File: config.mk
export PLATFORM = sky130hd
export DESIGN_NAME = spi_slave_rx
export DESIGN_NICKNAME = d
export VERILOG_FILES = /design/src/rtl/spi_pkg.sv /design/src/rtl/spi_sync.sv /design/src/rtl/spi_slave_rx.sv
export SDC_FILE = /design/constraint.sdc
export NUM_CORES = 1
export LEC_CHECK = 0
export ABC_AREA = 0
export CAP_MARGIN = 20
export CORE_MARGIN = 10
export CORE_UTILIZATION = 50
export CTS_CLUSTER_SIZE = 24
export DETAILED_ROUTE_END_ITERATION = 10
export GPL_TIMING_DRIVEN = 0
export HOLD_SLACK_MARGIN = 0.05
export PLACE_DENSITY = 0.73
export SLEW_MARGIN = 10
export SYNTH_ARGS = -nofsm -noshare
export SYNTH_HDL_FRONTEND = slang
export SYNTH_SLANG_ARGS = --single-unit
File: constraint.sdc
create_clock -name clk -period 2.1 [get_ports clk]
set_input_delay 0.42 -clock clk [delete_from_list [all_inputs] [get_ports clk]]
set_output_delay 0.42 -clock clk [all_outputs]
set_load 0.05 [all_outputs]
File: src/rtl/spi_pkg.sv
// -----------------------------------------------------------------------------
// spi_pkg
// Shared definitions for the SPI slave receiver: data width, bit counter width
// and the receive FSM state encoding.
// -----------------------------------------------------------------------------
package spi_pkg;

    localparam int SPI_DATA_W = 8;
    localparam int SPI_CNT_W  = 3;

    typedef enum logic [1:0] {
        IDLE  = 2'd0,
        SHIFT = 2'd1,
        DONE  = 2'd2
    } spi_state_e;

endpackage

File: src/rtl/spi_sync.sv
// -----------------------------------------------------------------------------
// spi_sync
// Two-flop synchronizer that brings one asynchronous input into the clk domain.
//
// Ports:
//   clk  - system clock, rising edge
//   rst  - asynchronous active-low reset (both flops clear to 0)
//   d_i  - asynchronous input
//   q_o  - synchronized output (two clk cycles of latency)
// -----------------------------------------------------------------------------
module spi_sync (
    input  logic clk,
    input  logic rst,
    input  logic d_i,
    output logic q_o
);

    logic meta_q;
    logic sync_q;

    always_ff @(posedge clk or negedge rst) begin
        if (!rst) begin
            meta_q <= 1'b0;
            sync_q <= 1'b0;
        end else begin
            meta_q <= d_i;
            sync_q <= meta_q;
        end
    end

    assign q_o = sync_q;

endmodule

File: src/rtl/spi_slave_rx.sv
// -----------------------------------------------------------------------------
// spi_slave_rx
// SPI mode-0 slave receiver. sclk, ss and mosi are synchronized into the clk
// domain, sclk/ss edges are found with a one-flop edge register, and an
// IDLE -> SHIFT -> DONE FSM assembles MSB-first bytes. Several bytes may be
// received back-to-back under one ss assertion.
//
// Optional feature (macro SPI_SLAVE_MISO_EN): MISO transmit path. A byte is
// captured with tx_load while tx_ready is high and shifted out MSB first from
// the ss rising edge, changing on sclk falling edges.
//
// Ports:
//   clk       - system clock, rising edge (at least 4x sclk)
//   rst       - asynchronous active-low reset
//   sclk      - SPI serial clock (async)
//   ss        - slave select, active-high (async)
//   mosi      - serial data in, MSB first (async)
//   tx_data   - [MISO only] byte to transmit
//   tx_load   - [MISO only] capture tx_data when tx_ready is high
//   miso      - [MISO only] serial data out
//   tx_ready  - [MISO only] transmit buffer free
//   rx_data   - last completed byte, held until the next completion
//   rx_valid  - one-clk pulse marking new rx_data
//   frame_err - one-clk pulse when ss drops with 1..7 bits sampled
//   busy      - high while the FSM is not IDLE
// -----------------------------------------------------------------------------
module spi_slave_rx
    import spi_pkg::*;
(
    input  logic                  clk,
    input  logic                  rst,
    input  logic                  sclk,
    input  logic                  ss,
    input  logic                  mosi,
`ifdef SPI_SLAVE_MISO_EN
    input  logic [SPI_DATA_W-1:0] tx_data,
    input  logic                  tx_load,
    output logic                  miso,
    output logic                  tx_ready,
`endif
    output logic [SPI_DATA_W-1:0] rx_data,
    output logic                  rx_valid,
    output logic                  frame_err,
    output logic                  busy
);

    logic sclk_s, ss_s, mosi_s;
    logic sclk_e_q, ss_e_q;
    logic sclk_rise, sclk_fall, ss_rise, ss_fall;

    spi_state_e              state_q, state_d;
    logic [SPI_CNT_W-1:0]    cnt_q, cnt_d;
    logic [SPI_DATA_W-1:0]   sh_q, sh_d;
    logic [SPI_DATA_W-1:0]   rx_data_q, rx_data_d;
    logic                    rx_valid_q, rx_valid_d;
    logic                    frame_err_q, frame_err_d;

    spi_sync u_sync_sclk (.clk(clk), .rst(rst), .d_i(sclk), .q_o(sclk_s));
    spi_sync u_sync_ss   (.clk(clk), .rst(rst), .d_i(ss),   .q_o(ss_s));
    spi_sync u_sync_mosi (.clk(clk), .rst(rst), .d_i(mosi), .q_o(mosi_s));

    assign sclk_rise =  sclk_s & ~sclk_e_q;
    assign sclk_fall = ~sclk_s &  sclk_e_q;
    assign ss_rise   =  ss_s   & ~ss_e_q;
    assign ss_fall   = ~ss_s   &  ss_e_q;

`ifdef SPI_SLAVE_MISO_EN
    logic [SPI_DATA_W-1:0] tx_buf_q, tx_buf_d;
    logic [SPI_DATA_W-1:0] tx_sh_q, tx_sh_d;
    logic                  tx_pend_q, tx_pend_d;
    logic                  tx_ready_q, tx_ready_d;
    logic                  tx_start;
`endif

    always_comb begin
        state_d     = state_q;
        cnt_d       = cnt_q;
        sh_d        = sh_q;
        rx_data_d   = rx_data_q;
        rx_valid_d  = 1'b0;
        frame_err_d = 1'b0;

        case (state_q)
            IDLE: begin
                // sclk activity is ignored here, so edges with ss low do nothing
                if (ss_rise) begin
                    state_d = SHIFT;
                    cnt_d   = '0;
                end
            end
            SHIFT: begin
                // The 8th bit wins over a simultaneous ss fall: the byte completes
                if (sclk_rise && cnt_q == 3'd7) begin
                    sh_d    = {sh_q[SPI_DATA_W-2:0], mosi_s};
                    cnt_d   = cnt_q + 3'd1;
                    state_d = DONE;
                end else if (ss_fall) begin
                    frame_err_d = (cnt_q != 3'd0) | sclk_rise;
                    cnt_d       = '0;
                    state_d     = IDLE;
                end else if (sclk_rise) begin
                    sh_d  = {sh_q[SPI_DATA_W-2:0], mosi_s};
                    cnt_d = cnt_q + 3'd1;
                end
            end
            DONE: begin
                rx_data_d  = sh_q;
                rx_valid_d = 1'b1;
                // Keep sampling so a fast following byte loses no bits
                if (sclk_rise) begin
                    sh_d  = {sh_q[SPI_DATA_W-2:0], mosi_s};
                    cnt_d = cnt_q + 3'd1;
                end
                if (ss_s) begin
                    state_d = SHIFT;
                end else begin
                    state_d = IDLE;
                    cnt_d   = '0;
                end
            end
            default: begin
                state_d = IDLE;
                cnt_d   = '0;
            end
        endcase
    end

`ifdef SPI_SLAVE_MISO_EN
    // A new transmit byte starts at ss rise, or on the sclk fall that follows
    // the last sampled bit of the previous byte (counter has wrapped to 0).
    assign tx_start = (state_q == IDLE && ss_rise) ||
                      (state_q != IDLE && sclk_fall && cnt_q == 3'd0);

    always_comb begin
        tx_buf_d   = tx_buf_q;
        tx_sh_d    = tx_sh_q;
        tx_pend_d  = tx_pend_q;
        tx_ready_d = tx_ready_q;

        if (tx_start) begin
            tx_sh_d   = tx_pend_q ? tx_buf_q : '0;
            tx_pend_d = 1'b0;
        end else if (state_q != IDLE && sclk_fall) begin
            tx_sh_d = {tx_sh_q[SPI_DATA_W-2:0], 1'b0};
        end else if (state_d == IDLE && !ss_rise) begin
            tx_sh_d = '0;
        end

        // Buffer frees at byte completion, or when a frame is abandoned
        if (state_q == DONE || (state_q == SHIFT && state_d == IDLE)) begin
            tx_ready_d = 1'b1;
        end

        if (tx_load && tx_ready_q) begin
            tx_buf_d   = tx_data;
            tx_pend_d  = 1'b1;
            tx_ready_d = 1'b0;
        end
    end

    always_ff @(posedge clk or negedge rst) begin
        if (!rst) begin
            tx_buf_q   <= '0;
            tx_sh_q    <= '0;
            tx_pend_q  <= 1'b0;
            tx_ready_q <= 1'b1;
        end else begin
            tx_buf_q   <= tx_buf_d;
            tx_sh_q    <= tx_sh_d;
            tx_pend_q  <= tx_pend_d;
            tx_ready_q <= tx_ready_d;
        end
    end

    assign miso     = tx_sh_q[SPI_DATA_W-1];
    assign tx_ready = tx_ready_q;
`endif

    always_ff @(posedge clk or negedge rst) begin
        if (!rst) begin
            sclk_e_q    <= 1'b0;
            ss_e_q      <= 1'b0;
            state_q     <= IDLE;
            cnt_q       <= '0;
            sh_q        <= '0;
            rx_data_q   <= '0;
            rx_valid_q  <= 1'b0;
            frame_err_q <= 1'b0;
        end else begin
            sclk_e_q    <= sclk_s;
            ss_e_q      <= ss_s;
            state_q     <= state_d;
            cnt_q       <= cnt_d;
            sh_q        <= sh_d;
            rx_data_q   <= rx_data_d;
            rx_valid_q  <= rx_valid_d;
            frame_err_q <= frame_err_d;
        end
    end

    assign rx_data   = rx_data_q;
    assign rx_valid  = rx_valid_q;
    assign frame_err = frame_err_q;
    assign busy      = (state_q != IDLE);

endmodule

Word-level counts from Yosys, hierarchy flattened
Index checks and enable logic that the tools add are counted.
{"block": "totals", "latchBits": 0, "word_cells": 54, "output_inout_bits": 11, "n_memories": 0, "ram_bits": 0, "register_bits": 31, "inputBits": 5, "mem_bits_ro": 0}
{"block": "op_classes", "shifts": 0, "muxes": 19, "magnitude_cmp": 0, "div": 0, "multipliers": 0, "bitwise": 7, "n_addsub": 1, "n_eq_ne": 6, "reduce_logical": 7}
{"operator": "8-bit 2-to-1 mux", "count": 3}
{"operator": "8-bit one-hot mux with 2 select lines", "count": 1}
{"operator": "3-bit 2-to-1 mux", "count": 5}
{"operator": "3-bit one-hot mux with 3 select lines", "count": 1}
{"operator": "2-bit 2-to-1 mux", "count": 3}
{"operator": "3-bit != test, second input constant", "count": 2}
{"operator": "2-bit one-hot mux with 3 select lines", "count": 1}
{"operator": "1-bit 2-to-1 mux", "count": 5}
{"operator": "2-bit AND reduction", "count": 2}
{"operator": "2-bit nonzero test", "count": 2}
{"operator": "3-bit by 1-bit adder with 3-bit output, second input constant", "count": 1}
{"operator": "1-bit AND", "count": 3}
{"operator": "3-bit == test, second input constant", "count": 1}
{"operator": "1-bit inverter", "count": 3}
{"operator": "3-bit nonzero test", "count": 1}
{"operator": "2-bit by 1-bit == test with 1-bit output, second input constant", "count": 1}
{"operator": "2-bit == test, second input constant", "count": 1}
{"operator": "2-bit logical NOT", "count": 1}
{"operator": "2-bit != test, second input constant", "count": 1}
{"operator": "1-bit logical AND", "count": 1}
{"operator": "1-bit bitwise OR", "count": 1}

Longest topological paths before layout
{"block": "depth", "depth_word": 6, "ltp_mapped": 6, "ltp_nobuf": 6}

By module
A second synthesis with hierarchy kept.
{"block": "hier_totals", "cells_unflattened": 89, "hier_area_um2": 1295.0}
{"module": "spi_slave_rx", "instances": 1, "cells_each": 83, "seq_area_each_um2": 625.6, "area_per_inst_um2": 1144.8}
{"module": "spi_sync", "instances": 3, "cells_each": 2, "seq_area_each_um2": 50.0, "area_per_inst_um2": 50.0}

Worst setup path before layout
OpenSTA, ideal clock, no wires.
{"block": "synth_timing", "path_type": "reg2reg", "start": "register state_q[0]", "end": "register (tool-made name)", "setup_time_ps": 125, "path_stages_with_launch": 7, "n_path_buf": 1, "period_less_slack_ps": 1753, "setup_slack_ps": 347, "required_time_ps": 1975, "arrival_ps": 1629, "path_cell_list": "dfrtp_1 inv_1 ha_1 buf_4 nor2_1 a211oi_4 mux2_2"}
{"item": "start: declaration", "line": "spi_slave_rx.sv:51", "rtl": "spi_state_e state_q, state_d;"}
{"item": "start signal: assignment", "line": "spi_slave_rx.sv:192", "rtl": "state_q <= state_d;"}

Worst setup path in the final report
{"block": "layout_timing", "start": "register state_q[0]", "end": "output busy"}
{"block": "layout_via", "elab_chain_len": 1}
{"item": "2-bit nonzero test", "line": "spi_slave_rx.sv:204", "rtl": "assign busy = (state_q != IDLE);"}
{"item": "end: declaration", "line": "spi_slave_rx.sv:44", "rtl": "output logic busy"}
Every way passes these cells.

==> qor.yml <==
seq_area_frac_synth_pct: 60.37
placement.io_buffers: 15
clock_latency_ns: 0.33
rsz0062_at_grt: "no"
core_area_um2: 2455
drt_iter0_markers: 25
ys_types: 21
cts_tree: "done"
timing.fmax_mhz: 502.2
diodes: 0
netlist.area_leader.share_pct: 60.37
rows: 18
io_pins: 16
synth.area.top_cells: "dfrtp_1 (60%), mux2_2 (15%), ha_1 (6.8%)"
leakagePower_uw: 0.0007402
area_delta_synth_final_pct: 18.70
ant_nets: 0
skew_ns: 0.01354
syn_inst: 90
cap_violations: 0
hp-class: "in -> async"
crit_start: "state_q[0]$_DFFE_PN0P_"
reg2reg_from: "state_q[0]$_DFFE_PN0P_"
finalPower_uw: 1393
synth-edff-count: 0
p_clk_share_pct: 24.7
syn_area_um2: 1285
fin_setup_tns_ns: 0
comb_power_share_pct: 22.7
synth_largest_area_cell: "dfrtp_1"
path_class: "reg -> out"
fin_cells: 142
finalMaxSlewViolations: 0
fin_crit_ns: 1.991
syn_area_per_cell_um2: 14.28
ys_warn_count: 0
dpl.cell_count: 135
dieArea_um2: 4998
track_usage_pct: 9.575
routedWlPerCell_um: 15.50
cts_sinks: 31
vias: 766
cts_setup_buffers: 0
fp.dieW_um: 70.70
grt_start_max_net_pins: 32
arrival_ns: 1.57
antenna_found_initial: 0
drive_above_1_share_pct: 28.57
hold_ws_ns: 0.1085
synth_nets: 102
die_h_um: 70.70
p_int_uw: 964.5
reg2reg_depth: 6
vias_per_cell: 5.394
ctsLongestPathBuffers: 2
hold_violations: 0
netSwitchingFraction_pct: 30.76
place.gp.congestion: 0.7640
initial_utilization_pct: 52.34
drt-pass1-iter-count: 4
dp_hpwl_um: 1594
min_period_over_period_pct: 94.83
outcome: "finished clean"
tightest_slew_ns: 0.6539
clk_pin_slew_ns: 0.10
nets: 124
p_switching_uw: 428.5
cp-start-kind: "flip-flop"
ys_seq_elements: 31
async_flop_share_pct: 100.0
crit_path_end_kind: "output port"
regToRegSetupSlack_ns: 0.17
cts_root_buf: "clkbuf_4"
maxSlewHeadroom_pct: 56.41
cp.required_ns: 1.68
synth_top_flop_cell: "dfrtp_1"
postCtsHoldBufs: 0
grt_pass1_wl_um: 3836
grt.overflow.total: 0
htree_levels: 2
critical_path.max_fanout: 5
ir_worst_vdd_mv: 0.6911
drc_errors: 0
cts_made_buffers: 5
drt_wl_total_um: 2201
setup_viol: 0
power_density_nw_per_um2: 913.3
grt_pass1_vias: 815
pwr-share-seq_pct: 52.6
## critical path, cell delays in order, from the launching register on
cell and delay (ns):
dfrtp_1 0.41, inv_1 0.09, ha_1 0.26, inv_1 0.10, clkdlybuf4s15_2 0.38
## cell families (layout without fill, tap and decap cells)
logic type	after synthesis	count (layout)	synth area share, %
compound gates	13	13	8.374
fa+ha+maj	7	7	6.816
buf+inv	9	31	2.921
flops	31	31	60.37
mux	17	17	14.90
simple gates	13	13	6.621
## placed cells by master, fill, tap and decap left out
cell	synthesis	routed
nand2b_4	1	1
nor2_2	1	1
buf_2	0	1
buf_4	1	1
o221ai_1	1	1
a311oi_1	1	1
clkdlybuf4s15_2	0	1
ha_1	7	7
a21oi_1	2	2
dfrtp_1	31	31
o2111ai_1	1	1
inv_1	8	8
nor4b_2	1	1
a41o_1	1	1
clkdlybuf4s50_1	0	13
a211oi_4	1	1
and3b_1	1	1
clkbuf_4	0	5
nand2b_1	3	3
nand2_1	4	4
a22o_1	2	2
a21o_2	1	1
o21ai_0	3	3
clkbuf_8	0	1
nor2_1	2	2
mux2_2	17	17
clkinv_2	0	1
## Yosys cell counts (2+ instances only)
master     n
dfrtp_1   31
mux2_2    17
inv_1      8
ha_1       7
nand2_1    4
nand2b_1   3
o21ai_0    3
a21oi_1    2
a22o_1     2
nor2_1     2
## layer usage
metal | global-route usage [%] | vias to the layer above | part of all wire [%] | wire (µm)
met3 | 5.439 | 3 | 6.5 | 144
met1 | 10.52 | 391 | 42 | 927
li1 | - | 351 | - | -
met2 | 14.74 | 21 | 50 | 1095
met5 | 0 | - | 0 | 0
met4 | 4.301 | 0 | 1.5 | 33
## cell type report
class / count / area, µm²
clock buffers: 6 / 51.30
repair buffers: 15 / 146.4
plain buffers: 1 / 7.507
well taps: 30 / 37.54
clock inverters: 1 / 5.005
flip-flops and latches: 31 / 775.7
fillers: 201 / 929.6
multi-input cells: 50 / 471.7
inverters: 8 / 30.03
## what timing repair did
item	4_1_cts	5_1_grt
endpoints found under the hold margin	0	0
pin swaps	0	1
resized for setup	3	0
endpoints found under the setup margin	1	8
## how the worst max path moves through the flow
stage	endpoint	slack, ns
floorplan	flip-flop	0.35
global placement	rx_data[3]$_DFFE_PN0P_	0.08
detailed placement	busy	0.04
CTS	busy	0.09
global route	flip-flop	0.02
finish	busy	0.11
## metrics by stage
| stage | instance area, µm² | worst slack, ns | utilization (%) |
|---|---|---|---|
| after floorplan | 1285 | 0.3467 | - |
| after global placement | 1473 | 0.07834 | 59.99 |
| after detailed placement | 1468 | 0.04074 | 59.79 |
| after CTS | 1525 | 0.08648 | 62.13 |
| after global routing | 1525 | 0.01964 | 62.13 |
| final | 1525 | 0.1086 | 62.13 |
## power by group through the flow
| stage | clock [µW] | sequential [µW] | combinational (µW) |
|---|---|---|---|
| 2_1_floorplan | 0 | 729 | 236 |
| 3_3_place_gp | 0 | 740 | 305 |
| 3_5_place_dp | 0 | 749 | 319 |
| 4_1_cts | 363 | 736 | 318 |
| 5_1_grt | 386 | 745 | 345 |
| 6_report | 344 | 733 | 316 |
(Power assumes the default switching activity.)
